===== src/rtl/rs232receive_if.sv =====
// Parallel-side handshake of the RS-232 receiver: received byte, ready/ack, status pulses.
interface rs232receive_if;
  logic [7:0] data;
  logic       data_ready;
  logic       data_ack;
  logic       framing_error;
  logic       overrun;
  logic       busy;

  modport master (
    output data, data_ready, framing_error, overrun, busy,
    input  data_ack
  );

  modport slave (
    input  data, data_ready, framing_error, overrun, busy,
    output data_ack
  );
endinterface


===== src/rtl/rs232receive.sv =====
// 8N1 RS-232 receiver: 2-flop synchroniser, 3-sample majority vote, mid-bit sampling,
// ready/ack byte handoff with framing-error and overrun pulses.
module rs232receive #(
  parameter int unsigned DIVISOR = 234
) (
  input  logic            clk,
  input  logic            reset,
  input  logic            rxd,
  rs232receive_if.master  rx
);

  localparam int unsigned HALF = DIVISOR / 2;
  localparam int unsigned CW   = $clog2(DIVISOR);

  typedef enum logic [2:0] {StIdle, StStart, StData, StStop, StWaitMark} state_e;

  state_e          state_q, state_d;
  logic            rxd_meta, rxs;
  logic [2:0]      hist;
  logic            maj;
  logic [CW-1:0]   count_q, count_d;
  logic [2:0]      bit_q, bit_d;
  logic [7:0]      shift_q, shift_d;
  logic [7:0]      data_q, data_d;
  logic            ready_q, ready_d;
  logic            ferr_q, ferr_d;
  logic            ovr_q, ovr_d;
  logic            busy_q;
  logic            count_end, half_end;

  assign maj       = (hist[0] & hist[1]) | (hist[0] & hist[2]) | (hist[1] & hist[2]);
  assign count_end = (count_q == CW'(DIVISOR - 1));
  assign half_end  = (count_q == CW'(HALF - 1));

  // Synchroniser and history reset to mark so a reset never looks like a start bit.
  always_ff @(posedge clk) begin
    if (reset) begin
      rxd_meta <= 1'b1;
      rxs      <= 1'b1;
      hist     <= 3'b111;
    end else begin
      rxd_meta <= rxd;
      rxs      <= rxd_meta;
      hist     <= {hist[1:0], rxs};
    end
  end

  always_ff @(posedge clk) begin
    if (reset) begin
      state_q <= StIdle;
      busy_q  <= 1'b0;
    end else begin
      state_q <= state_d;
      busy_q  <= (state_d != StIdle);
    end
  end

  always_ff @(posedge clk) begin
    if (reset) begin
      count_q <= '0;
      bit_q   <= '0;
      shift_q <= '0;
      data_q  <= '0;
      ready_q <= 1'b0;
      ferr_q  <= 1'b0;
      ovr_q   <= 1'b0;
    end else begin
      count_q <= count_d;
      bit_q   <= bit_d;
      shift_q <= shift_d;
      data_q  <= data_d;
      ready_q <= ready_d;
      ferr_q  <= ferr_d;
      ovr_q   <= ovr_d;
    end
  end

  always_comb begin
    state_d = state_q;
    unique case (state_q)
      StIdle:     if (!rxs) state_d = StStart;
      StStart:    if (half_end) state_d = maj ? StIdle : StData;
      StData:     if (count_end && (bit_q == 3'd7)) state_d = StStop;
      StStop:     if (count_end) state_d = maj ? StIdle : StWaitMark;
      StWaitMark: if (rxs) state_d = StIdle;
      default:    state_d = StIdle;
    endcase
  end

  always_comb begin
    count_d = count_q;
    bit_d   = bit_q;
    shift_d = shift_q;
    data_d  = data_q;
    ready_d = ready_q & ~rx.data_ack;
    ferr_d  = 1'b0;
    ovr_d   = 1'b0;
    unique case (state_q)
      StIdle: begin
        count_d = '0;
        bit_d   = '0;
      end
      StStart: begin
        count_d = half_end ? '0 : count_q + 1'b1;
        bit_d   = '0;
      end
      StData: begin
        if (count_end) begin
          count_d = '0;
          shift_d = {maj, shift_q[7:1]};
          bit_d   = bit_q + 3'd1;
        end else begin
          count_d = count_q + 1'b1;
        end
      end
      StStop: begin
        if (count_end) begin
          count_d = '0;
          if (maj) begin
            data_d  = shift_q;
            ready_d = 1'b1;
            // An ack landing on the load cycle consumes the old byte, so no overrun.
            ovr_d   = ready_q & ~rx.data_ack;
          end else begin
            ferr_d  = 1'b1;
          end
        end else begin
          count_d = count_q + 1'b1;
        end
      end
      StWaitMark: count_d = '0;
      default:    count_d = '0;
    endcase
  end

  assign rx.data          = data_q;
  assign rx.data_ready    = ready_q;
  assign rx.framing_error = ferr_q;
  assign rx.overrun       = ovr_q;
  assign rx.busy          = busy_q;

endmodule

===== src/flat_wrapper.sv =====
// flat-port wrapper written by rule: the top's interface ports become plain ports
module rs232receive_flat 
#(
  parameter int unsigned DIVISOR = 234
)
  (clk, reset, rxd, rx_data, rx_data_ready, rx_framing_error, rx_overrun, rx_busy, rx_data_ack);
  rs232receive_if rx_i ();
  input  logic clk;
  input  logic reset;
  input  logic rxd;
  output wire logic [$bits(rx_i.data)-1:0] rx_data;
  output wire logic [$bits(rx_i.data_ready)-1:0] rx_data_ready;
  output wire logic [$bits(rx_i.framing_error)-1:0] rx_framing_error;
  output wire logic [$bits(rx_i.overrun)-1:0] rx_overrun;
  output wire logic [$bits(rx_i.busy)-1:0] rx_busy;
  input wire logic [$bits(rx_i.data_ack)-1:0] rx_data_ack;
  assign rx_data = rx_i.data;
  assign rx_data_ready = rx_i.data_ready;
  assign rx_framing_error = rx_i.framing_error;
  assign rx_overrun = rx_i.overrun;
  assign rx_busy = rx_i.busy;
  assign rx_i.data_ack = rx_data_ack;
  rs232receive #(.DIVISOR(DIVISOR)) u_core (.clk(clk), .reset(reset), .rxd(rxd), .rx(rx_i));
endmodule

===== config.mk =====
export PLATFORM = sky130hd
export DESIGN_NAME = rs232receive_flat
export DESIGN_NICKNAME = d
export VERILOG_FILES = /design/src/rtl/rs232receive_if.sv /design/src/rtl/rs232receive.sv /design/src/flat_wrapper.sv
export SDC_FILE = /design/constraint.sdc
export NUM_CORES = 1
export LEC_CHECK = 0
export BUFFER_PORTS_ARGS = -buffer_cell sky130_fd_sc_hd__buf_2
export CAP_MARGIN = 40
export CORE_ASPECT_RATIO = 0.7
export CORE_UTILIZATION = 50
export DETAILED_ROUTE_END_ITERATION = 7
export GPL_ROUTABILITY_DRIVEN = 0
export PLACE_DENSITY_LB_ADDON = 0.08
export SYNTH_ARGS = -nofsm -noshare
export SYNTH_HDL_FRONTEND = slang
export SYNTH_SLANG_ARGS = --single-unit

===== constraint.sdc =====
create_clock -name clk -period 3.2 [get_ports clk]
set_input_delay 0.16 -clock clk [delete_from_list [all_inputs] [get_ports clk]]
set_output_delay 0.16 -clock clk [all_outputs]
set_load 0.005 [all_outputs]

==> flow_metrics.py, run 1 <==
metrics = {
    "synthesis": {
        "syn_inst": 152,
        "syn_nets": 161,
        "ys_warn_count": 0,
        "yosysMostFrequentCell": "dfxtp_1",
        "yosysUniqueCellTypes": 38,
        "syn_avg_cell_area_um2": 10.2,
        "synth_area_mm2": 0.00156,
        "synth_ff_type": "dfxtp_1",
        "yosysTopAreaCellShare_pct": 50.2,
        "ys_seq_area_share_pct": 50.2,
        "ys_ff_latch": 39,
        "yosysTopAreaCell": "dfxtp_1",
        "synth_edf_count": 0,
        "async_flop_share_pct": 0,
        "yosys-top-cells-count": "dfxtp_1 (39), nor2_1 (27), mux2i_1 (17), or2_2 (6)",
        "netlist_top_cells_area": "dfxtp_1 (50%), mux2i_1 (11%), nor2_1 (6.5%), ha_1 (4.0%), or2_2 (2.4%)",
    },
    "setup_path": {
        "crit_fanout": 10,
        "r2r_slack_ps": 1210,
        "cp_cell_sequence": "ha_1 -> and4bb_1 -> and3_4 -> and4_1 -> mux2i_1 -> nor2_1",
        "crit_path_max_incr_delay_ps": 530,
        "critPathLaunchType": "flop",
        "path_buf_inv": 0,
        "crit_arrival_ps": 2140,
        "worstSetupPathType": "flop to flop",
        "cp-end-kind": "flop",
        "crit_slowest_cell": "and4_1",
        "critPathTopFamily": "simple AND/OR/NAND/NOR gates",
        "crit_required_ps": 3350,
    },
    "clock_tree": {
        "path_clk_slew_ps": 60,
        "cts-resized-gates": 0,
        "cts_max_level": 2,
        "cts_num_sinks": 39,
        "post_cts_buffers": 0,
        "insertion_delay_ps": 280,
        "cts-root-buf": "clkbuf_8",
        "clockBufferDepth": 2,
        "hold_buffers": 0,
        "cts_made_buffers": 5,
        "cts_tree": "built",
    },
    "route": {
        "drcViolationCount": 0,
        "wl_um": 2490,
        "final_antenna_net_count": 0,
        "dr_wl_met2_um": 1070,
        "num_vias": 1046,
        "top_layer": "met4",
        "route.met3.wl_um": 98,
        "wl_per_cell_um": 12.2,
        "wl_met1_um": 1300,
        "first_iter_violations": 19,
        "firstDrtPassIters": 4,
        "via_per_inst": 5.13,
    },
    "final_layout": {
        "area_growth_pct": 10.5,
        "drive_above_1_share_pct": 18.5,
        "antenna_cells": 0,
        "nNetsFinal": 178,
    },
    "global_routing": {
        "first_global_vias": 986,
        "grt_max_degree": 30,
        "grt_pass1_wl_um": 4170,
        "antenna_found_initial": 0,
        "track_usage_pct": 16.8,
        "overflow": 0,
    },
    "floorplanning": {
        "coreArea_mm2": 0.00288,
        "ioPinCount": 16,
        "die_x_um": 68.7,
        "die_area_mm2": 0.00334,
        "die_y_um": 48.7,
        "start_util_pct": 53.9,
        "num_rows": 16,
    },
    "place": {
        "portBuffers": 15,
        "dp_hpwl_um": 1780,
    },
    "run": {
        "maxCapViolCount": 0,
    },
    "power": {
        "peakVddDrop_v": 0.000284,
        "total_power_uw": 796,
        "power_switching_uw": 155,
        "powerDensity_mw_per_mm2": 463,
        "power.leakage_uw": 0.000668,
        "combPwrFrac_pct": 2.0,
        "p_clk_share_pct": 36.2,
        "switching_share_pct": 19.5,
        "p_int_uw": 641,
        "seq_power_share_pct": 61.8,
    },
    "hold_path": {
        "hold_class": "primary input to flop",
    },
    "timing": {
        "period_needed_ps": 1990,
        "rsz0062_at_grt": "no",
        "maxSlewHeadroom_pct": 64.9,
        "holdWs_ps": 57.5,
        "worst_slew_pin_slew_ps": 526,
        "post-route-period-util_pct": 62.0,
        "setup_viol": 0,
        "hold_viol_final": 0,
        "final.setup.tns_ps": 0,
        "skew_ps": 2.24,
        "slew_violations": 0,
        "fmax_mhz": 504,
    },
    "run_status": {
        "status": "completed",
    },
}
==> layout by cell type (no fill, tap or decap), types with 2 or more instances in the layout <==
cell type / instances
dfxtp_1: 39
ha_1: 5
buf_2: 15
clkbuf_8: 5
or3_1: 2
xnor2_1: 3
a21oi_1: 4
nor2b_1: 3
and2_1: 2
or2_2: 6
inv_1: 4
nand3_1: 4
nand2_1: 5
mux2i_1: 17
nand3b_1: 2
nor2_1: 27
and3_1: 2
xor2_1: 3
==> power groups by stage <==
stage / combinational (uW) / sequential [uW] / clock, uW
after floorplan: 13.5 / 501 / 0
after CTS: 15.9 / 492 / 299
after global placement: 15.6 / 503 / 0
after detailed placement: 15.8 / 503 / 0
after global routing: 17.7 / 492 / 319
final: 15.9 / 492 / 288
==> registers in the layout, summed over array words and instances (netlist names) <==
| signal | count |
|---|---|
| u_core.rx.data_ready | 1 |
| u_core.rxs | 1 |
| u_core.count_q | 8 |
| u_core.rxd_meta | 1 |
| u_core.shift_q | 8 |
| u_core.rx.framing_error | 1 |
| u_core.rx.overrun | 1 |
| u_core.state_q | 3 |
| u_core.bit_q | 3 |
| u_core.hist | 3 |
| u_core.rx.busy | 1 |
| u_core.rx.data | 8 |
==> per-layer routing <==
layer  track usage [%]  vias up
li1                  -      544
met1              21.4      480
met2              25.7       19
met3              5.66        3
met4              6.60        0
met5                 0        -
==> stage by stage <==
| step | worst slack (ps) | utilization [%] | cells | instance area (um2) |
|---|---|---|---|---|
| 2_1_floorplan | 1540 | - | 152 | 1560 |
| 3_3_place_gp | 1310 | 57.1 | 198 | 1650 |
| 3_5_place_dp | 1230 | 57.1 | 198 | 1650 |
| 4_1_cts | 1200 | 59.6 | 204 | 1720 |
| 5_1_grt | 1100 | 59.6 | 204 | 1720 |
| 6_report | 1210 | 59.6 | 204 | 1720 |
==> area by class of cell <==
| class | instances | area (um2) |
|---|---|---|
| clock buffer | 6 | 72.6 |
| fill | 278 | 1160 |
| inverter | 4 | 15.0 |
| multi-input combinational | 103 | 722 |
| sequential | 39 | 781 |
| tap | 36 | 45.0 |
| timing repair buffer | 16 | 82.6 |
==> cell families after synthesis <==
group,Yosys count,share of synthesized area (%)
muxes,18,11.7
and+or+nand+nor,66,23.8
adders and majority gates,6,4.67
buffers and inverters,10,3.38
DFF,39,50.2
AOI/OAI and AO/OA,7,2.90
xor gates and xnor gates,6,3.38
==> final timing paths <==
kind	start	endpoint	depth (start not counted)
worst min-delay path	rxd	u_core.rxd_meta$_SDFF_PP1_	2
worst max register to register	u_core.count_q[0]$_SDFF_PP0_	u_core.rx.data[4]$_SDFFE_PP0P_	6
worst min register to register	u_core.rxd_meta$_SDFF_PP1_	u_core.rxs$_SDFF_PP1_	1
worst max-delay path	u_core.count_q[0]$_SDFF_PP0_	u_core.rx.data[4]$_SDFFE_PP0P_	6
Power figures use the tool's default switching activity.
==> inputs of run 2 (changes only) <==
==> constraint.sdc (replaced) <==
create_clock -name clk -period 1.8 [get_ports clk]
set_input_delay 0.09 -clock clk [delete_from_list [all_inputs] [get_ports clk]]
set_output_delay 0.09 -clock clk [all_outputs]
set_load 0.005 [all_outputs]
==> run 2 against run 1 <==
- register-to-register slack got worse by 1100 ps
- final area increased by 9.4%
- total power grew 95%
- worst setup slack got worse by 1100 ps
- via count grew 2.5%
- core utilization is 5.6 points higher
- first-iteration DRC count rose by 37%
- flip-flop and latch count unchanged
- critical path type unchanged
- routed wire length increased by 11%
- clock-buffer cell count up 2
==> flow_metrics.py, run 2 (synthesized netlist as in run 1, its figures left out) <==
metrics = {
    "timing": {
        "rsz0062_at_grt": "yes",
        "slew_violations": 0,
        "period_needed_ps": 1720,
        "hold_viol_final": 0,
        "post-route-period-util_pct": 95.4,
        "setup_viol": 0,
        "final.setup.tns_ps": 0,
        "holdWs_ps": 94.7,
        "worst_slew_pin_slew_ps": 396,
        "maxSlewHeadroom_pct": 73.6,
        "fmax_mhz": 582,
        "skew_ps": 4.80,
    },
    "final_layout": {
        "final_cell_mix": "dfxtp_1 (37), nor2_1 (24), mux2i_1 (16), buf_2 (15), clkbuf_8 (7)",
        "final_cells": 213,
        "area_growth_pct": 20.8,
        "final_common_cell": "dfxtp_1",
        "antenna_cells": 0,
        "nNetsFinal": 185,
        "drive_above_1_share_pct": 29.4,
        "fillers": 237,
    },
    "floorplanning": {
        "die_y_um": 48.7,
        "ioPinCount": 16,
        "coreArea_mm2": 0.00288,
        "num_rows": 16,
        "start_util_pct": 53.9,
        "die_area_mm2": 0.00334,
        "die_x_um": 68.7,
    },
    "power": {
        "power.leakage_uw": 0.000730,
        "peakVddDrop_v": 0.000519,
        "powerDensity_mw_per_mm2": 824,
        "total_power_uw": 1550,
    },
    "global_routing": {
        "grt_pass1_wl_um": 4610,
        "first_global_vias": 1047,
        "overflow": 0,
        "grt_max_degree": 26,
        "track_usage_pct": 18.8,
        "antenna_found_initial": 0,
    },
    "route": {
        "first_iter_violations": 26,
        "wl_per_cell_um": 13.0,
        "wl_um": 2770,
        "via_per_inst": 5.03,
        "final_antenna_net_count": 0,
        "firstDrtPassIters": 4,
        "num_vias": 1072,
        "drcViolationCount": 0,
    },
    "setup_path": {
        "cp-end-kind": "flop",
        "r2r_cells": 7,
        "worstSetupPathType": "flop to flop",
        "crit_arrival_ps": 1890,
        "critPathLaunchType": "flop",
        "crit_slowest_cell": "or3_1",
        "crit_path_max_incr_delay_ps": 360,
        "rr_endpoint": "u_core.rx.busy$_SDFF_PP0_",
        "crit_fanout": 4,
        "r2r_slack_ps": 80,
        "rr_startpoint": "u_core.count_q[1]$_SDFF_PP0_",
        "cp_cell_sequence": "inv_2 -> ha_4 -> and4bb_1 -> and3_4 -> a21oi_1 -> or2_1 -> or3_1",
        "crit_required_ps": 1970,
    },
    "run_status": {
        "status": "completed",
    },
    "clock_tree": {
        "post_cts_buffers": 0,
        "cts_max_level": 2,
        "cts_made_buffers": 5,
        "cts_tree": "built",
        "cts_num_sinks": 39,
        "insertion_delay_ps": 280,
        "path_clk_slew_ps": 70,
        "clockBufferDepth": 2,
        "cts-root-buf": "clkbuf_8",
    },
    "place": {
        "dp_cells": 204,
        "dp_hpwl_um": 1890,
        "portBuffers": 15,
    },
    "hold_path": {
        "holdPathEnd": "u_core.hist[0]$_SDFF_PP1_",
        "hold_class": "primary input to flop",
        "min_path_cells": 2,
        "hold_start": "reset",
    },
    "run": {
        "maxCapViolCount": 0,
    },
}
-- run 2: changes by cell type in the layout (fill, tap and decap cells not counted), moves of 2 or more --
cell      change
nor2_1        -3
nor2_2        +3
dfxtp_1       -2
clkbuf_8      +2
dfxtp_2       +2
buf_4         +4
-- run 2: worst max-delay path: cells and delay by family, from the launching register on --
kind,cells,cell delay (ps)
adders and majority gates,1,110
AOI/OAI and AO/OA,1,60
buffers and inverters,1,70
DFF,1,340
and+or+nand+nor,4,1030
-- run 2: cell type report --
type	instances	area (um2)	share of cell area (%)
flip-flops and latches	39	783	41.7
repair buffers	23	154	8.19
inverters	4	15.0	0.799
multi-input cells	103	782	41.6
clock buffers	8	100	5.33
well taps	36	45.0	2.40
-- run 2: worst max-delay path by stage --
stage	start	endpoint	cells after the start
2_1_floorplan	u_core.count_q[0]$_SDFF_PP0_	u_core.rx.busy$_SDFF_PP0_	6
3_3_place_gp	u_core.count_q[1]$_SDFF_PP0_	u_core.rx.busy$_SDFF_PP0_	7
3_5_place_dp	u_core.count_q[1]$_SDFF_PP0_	u_core.rx.busy$_SDFF_PP0_	7
4_1_cts	u_core.count_q[1]$_SDFF_PP0_	u_core.rx.busy$_SDFF_PP0_	7
5_1_grt	u_core.count_q[0]$_SDFF_PP0_	u_core.count_q[3]$_SDFF_PP0_	7
6_report	u_core.count_q[1]$_SDFF_PP0_	u_core.rx.busy$_SDFF_PP0_	7
-- run 2: repair_timing --
action,CTS,global route
setup endpoints to repair,0,24
resized for setup,0,17
endpoints found under the hold margin,1,0
hold buffers,1,0
-- run 2: report_power, final --
group	internal, uW	switching, uW	leakage, uW	total (uW)
Combinational	17.6	19.6	0.000363	37.1
Clock	350	286	0.0000515	636
Sequential	869	6.37	0.000316	875
-- run 2: through the flow --
| step | util [%] | worst slack [ps] | instance area (um2) |
|---|---|---|---|
| after global placement | 59.1 | 53.3 | 1700 |
| after CTS | 62.9 | 4.74 | 1810 |
| after global routing | 65.2 | -20.0 | 1880 |
| final | 65.2 | 82.8 | 1880 |
| after detailed placement | 59.1 | 21.7 | 1700 |
| after floorplan | - | 144 | 1560 |
-- run 2: metal layers --
metal  vias to the layer above  wire [um]  track usage, %
li1                        562          -               -
met1                       496       1470            26.4
met2                        12       1200            27.1
met3                         2         86            7.08
met4                         0         17            4.17
met5                         -          0               0
==> inputs of run 3 (changes only) <==
--- a/config.mk
+++ b/config.mk
@@ -7,11 +7,14 @@
 export LEC_CHECK = 0
 export BUFFER_PORTS_ARGS = -buffer_cell sky130_fd_sc_hd__buf_2
 export CAP_MARGIN = 40
+export CELL_PAD_IN_SITES_DETAIL_PLACEMENT = 2
+export CELL_PAD_IN_SITES_GLOBAL_PLACEMENT = 2
 export CORE_ASPECT_RATIO = 0.7
-export CORE_UTILIZATION = 50
+export CORE_UTILIZATION = 33
 export DETAILED_ROUTE_END_ITERATION = 7
 export GPL_ROUTABILITY_DRIVEN = 0
 export PLACE_DENSITY_LB_ADDON = 0.08
+export SETUP_SLACK_MARGIN = 0.2
 export SYNTH_ARGS = -nofsm -noshare
 export SYNTH_HDL_FRONTEND = slang
 export SYNTH_SLANG_ARGS = --single-unit
==> run 3 against run 2 <==
- the run now ends with design-rule violations left
- non-clock buffer count is 4 higher
- die area is 50% higher
- register-to-register slack worse by 50 ps
- sequential power shrank 0.5%
- maximum frequency is 2.8% lower
==> flow_metrics.py, run 3 (synthesized netlist as in run 1, its figures left out) <==
metrics = {
    "clock_tree": {
        "cts_max_level": 2,
        "insertion_delay_ps": 290,
        "cts_made_buffers": 5,
        "cts_tree": "built",
        "cts-root-buf": "clkbuf_8",
        "clockBufferDepth": 2,
        "path_clk_slew_ps": 70,
        "cts_num_sinks": 39,
    },
    "setup_path": {
        "crit_required_ps": 2020,
        "worstSetupPathType": "flop to flop",
        "r2r_slack_ps": 30,
        "rr_startpoint": "u_core.count_q[0]$_SDFF_PP0_",
        "rr_endpoint": "u_core.count_q[0]$_SDFF_PP0_",
        "r2r_cells": 7,
        "crit_slowest_cell": "a211o_4",
        "crit_path_max_incr_delay_ps": 420,
        "cp-end-kind": "flop",
        "crit_fanout": 8,
        "cp_cell_sequence": "inv_1 -> ha_1 -> nand4_1 -> nor4b_4 -> or3b_1 -> a211o_4 -> nor2_1",
        "critPathLaunchType": "flop",
        "crit_arrival_ps": 1990,
    },
    "route": {
        "num_vias": 1144,
        "firstDrtPassIters": 6,
        "final_antenna_net_count": 0,
        "drcViolationCount": 2,
        "wl_um": 3500,
        "via_per_inst": 4.85,
        "wl_per_cell_um": 14.8,
        "first_iter_violations": 19,
    },
    "timing": {
        "rsz0062_at_grt": "yes",
        "fmax_mhz": 566,
        "post-route-period-util_pct": 98.1,
        "setup_viol": 0,
        "period_needed_ps": 1770,
        "worst_slew_pin_slew_ps": 288,
        "slew_violations": 0,
        "maxSlewHeadroom_pct": 80.8,
        "setup_slack_ps": 33.5,
        "hold_viol_final": 0,
        "final.setup.tns_ps": 0,
        "holdWs_ps": 97.8,
        "skew_ps": 2.37,
    },
    "final_layout": {
        "seq_area_um2": 787,
        "drive_above_1_share_pct": 34.3,
        "multiInputGateArea_um2": 807,
        "final_common_cell": "dfxtp_1",
        "antenna_cells": 0,
        "fillers": 461,
        "final_cell_mix": "dfxtp_1 (36), nor2_1 (20), buf_2 (16), mux2i_1 (15)",
        "nNetsFinal": 189,
        "area_growth_pct": 25.0,
    },
    "floorplanning": {
        "ioPinCount": 16,
        "die_y_um": 59.4,
        "die_area_mm2": 0.00500,
        "coreArea_mm2": 0.00443,
        "die_x_um": 84.1,
        "num_rows": 20,
        "start_util_pct": 35.1,
    },
    "run_status": {
        "status": "finished, violations left",
        "violations": "design-rule violations",
    },
    "power": {
        "powerDensity_mw_per_mm2": 757,
        "peakVddDrop_v": 0.000391,
        "power.leakage_uw": 0.000743,
    },
    "hold_path": {
        "holdPathEnd": "u_core.hist[0]$_SDFF_PP1_",
        "hold_start": "reset",
        "hold_class": "primary input to flop",
        "min_path_cells": 2,
    },
    "global_routing": {
        "grt_max_degree": 26,
        "overflow": 0,
        "track_usage_pct": 16.2,
        "antenna_found_initial": 0,
        "first_global_vias": 1243,
        "grt_pass1_wl_um": 6070,
    },
    "run": {
        "maxCapViolCount": 0,
    },
    "place": {
        "dp_hpwl_um": 2570,
        "dp_worst_setup_slack_ps": -74.1,
        "portBuffers": 15,
    },
}
-- run 3: cell types whose count changed in the layout (fill, tap and decap cells not counted), moves of 2 or more --
cell,delta
clkbuf_8,-2
buf_4,+2
nor2_1,-4
nor2_2,+4
-- run 3: how the worst max path moves through the flow --
| stage | start | end | slack [ps] | cells past startpoint |
|---|---|---|---|---|
| 5_1_grt | u_core.count_q[0]$_SDFF_PP0_ | u_core.count_q[6]$_SDFF_PP0_ | -60 | 7 |
| 3_5_place_dp | u_core.count_q[0]$_SDFF_PP0_ | u_core.rx.busy$_SDFF_PP0_ | -70 | 7 |
| 4_1_cts | u_core.count_q[1]$_SDFF_PP0_ | u_core.shift_q[3]$_SDFFE_PP0P_ | 30 | 8 |
| 2_1_floorplan | u_core.count_q[1]$_SDFF_PP0_ | u_core.shift_q[7]$_SDFFE_PP0P_ | 200 | 8 |
| 6_report | u_core.count_q[0]$_SDFF_PP0_ | u_core.count_q[0]$_SDFF_PP0_ | 30 | 7 |
| 3_3_place_gp | u_core.count_q[0]$_SDFF_PP0_ | u_core.rx.busy$_SDFF_PP0_ | 30 | 7 |
-- run 3: metal layers --
| metal | vias up | wire length [um] | GRT usage, % |
|---|---|---|---|
| met1 | 555 | 1810 | 21.7 |
| li1 | 567 | - | - |
| met5 | - | 0 | 0 |
| met4 | 0 | 63 | 7.39 |
| met2 | 14 | 1520 | 24.5 |
| met3 | 8 | 99 | 4.60 |
-- run 3: what timing repair did --
action                                  CTS  global route
hold buffers                              1             0
pin swaps                                15             7
gates cloned                              1             0
resized for setup                        13            11
endpoints found under the hold margin     1             0
buffers inserted                          2             0
endpoints found under the setup margin   31            32
-- run 3: stage by stage --
step	std cells	util, %	total power [uW]	instance area [um2]
6_report	236	43.9	1470	1940
5_1_grt	236	43.9	1540	1940
4_1_cts	236	43.0	1490	1900
3_5_place_dp	224	39.2	930	1740
3_3_place_gp	224	39.2	927	1740
2_1_floorplan	152	-	915	1560
-- run 3: report_power, final --
group | switching [uW] | internal (uW)
Clock | 285 | 272
Sequential | 3.50 | 868
Combinational | 24.9 | 18.6
Total | 313 | 1160
-- run 3: final cells by class --
type / instances / share of cell area [%]
clock buffers: 7 / 3.93
clock inverters: 1 / 0.257
inverters: 4 / 0.772
multi-input cells: 103 / 41.5
flip-flops and latches: 39 / 40.5
well taps: 55 / 3.54
repair buffers: 27 / 9.52
-- run 3: worst max-delay path: cells and delay by family, from the launching register on --
kind | cells | cell delay [ps]
AND/OR/NAND/NOR | 4 | 670
AO/OA/AOI/OAI | 1 | 420
buffers and inverters | 1 | 40
adder cells (fa/ha/maj) | 1 | 200
flip-flops | 1 | 370
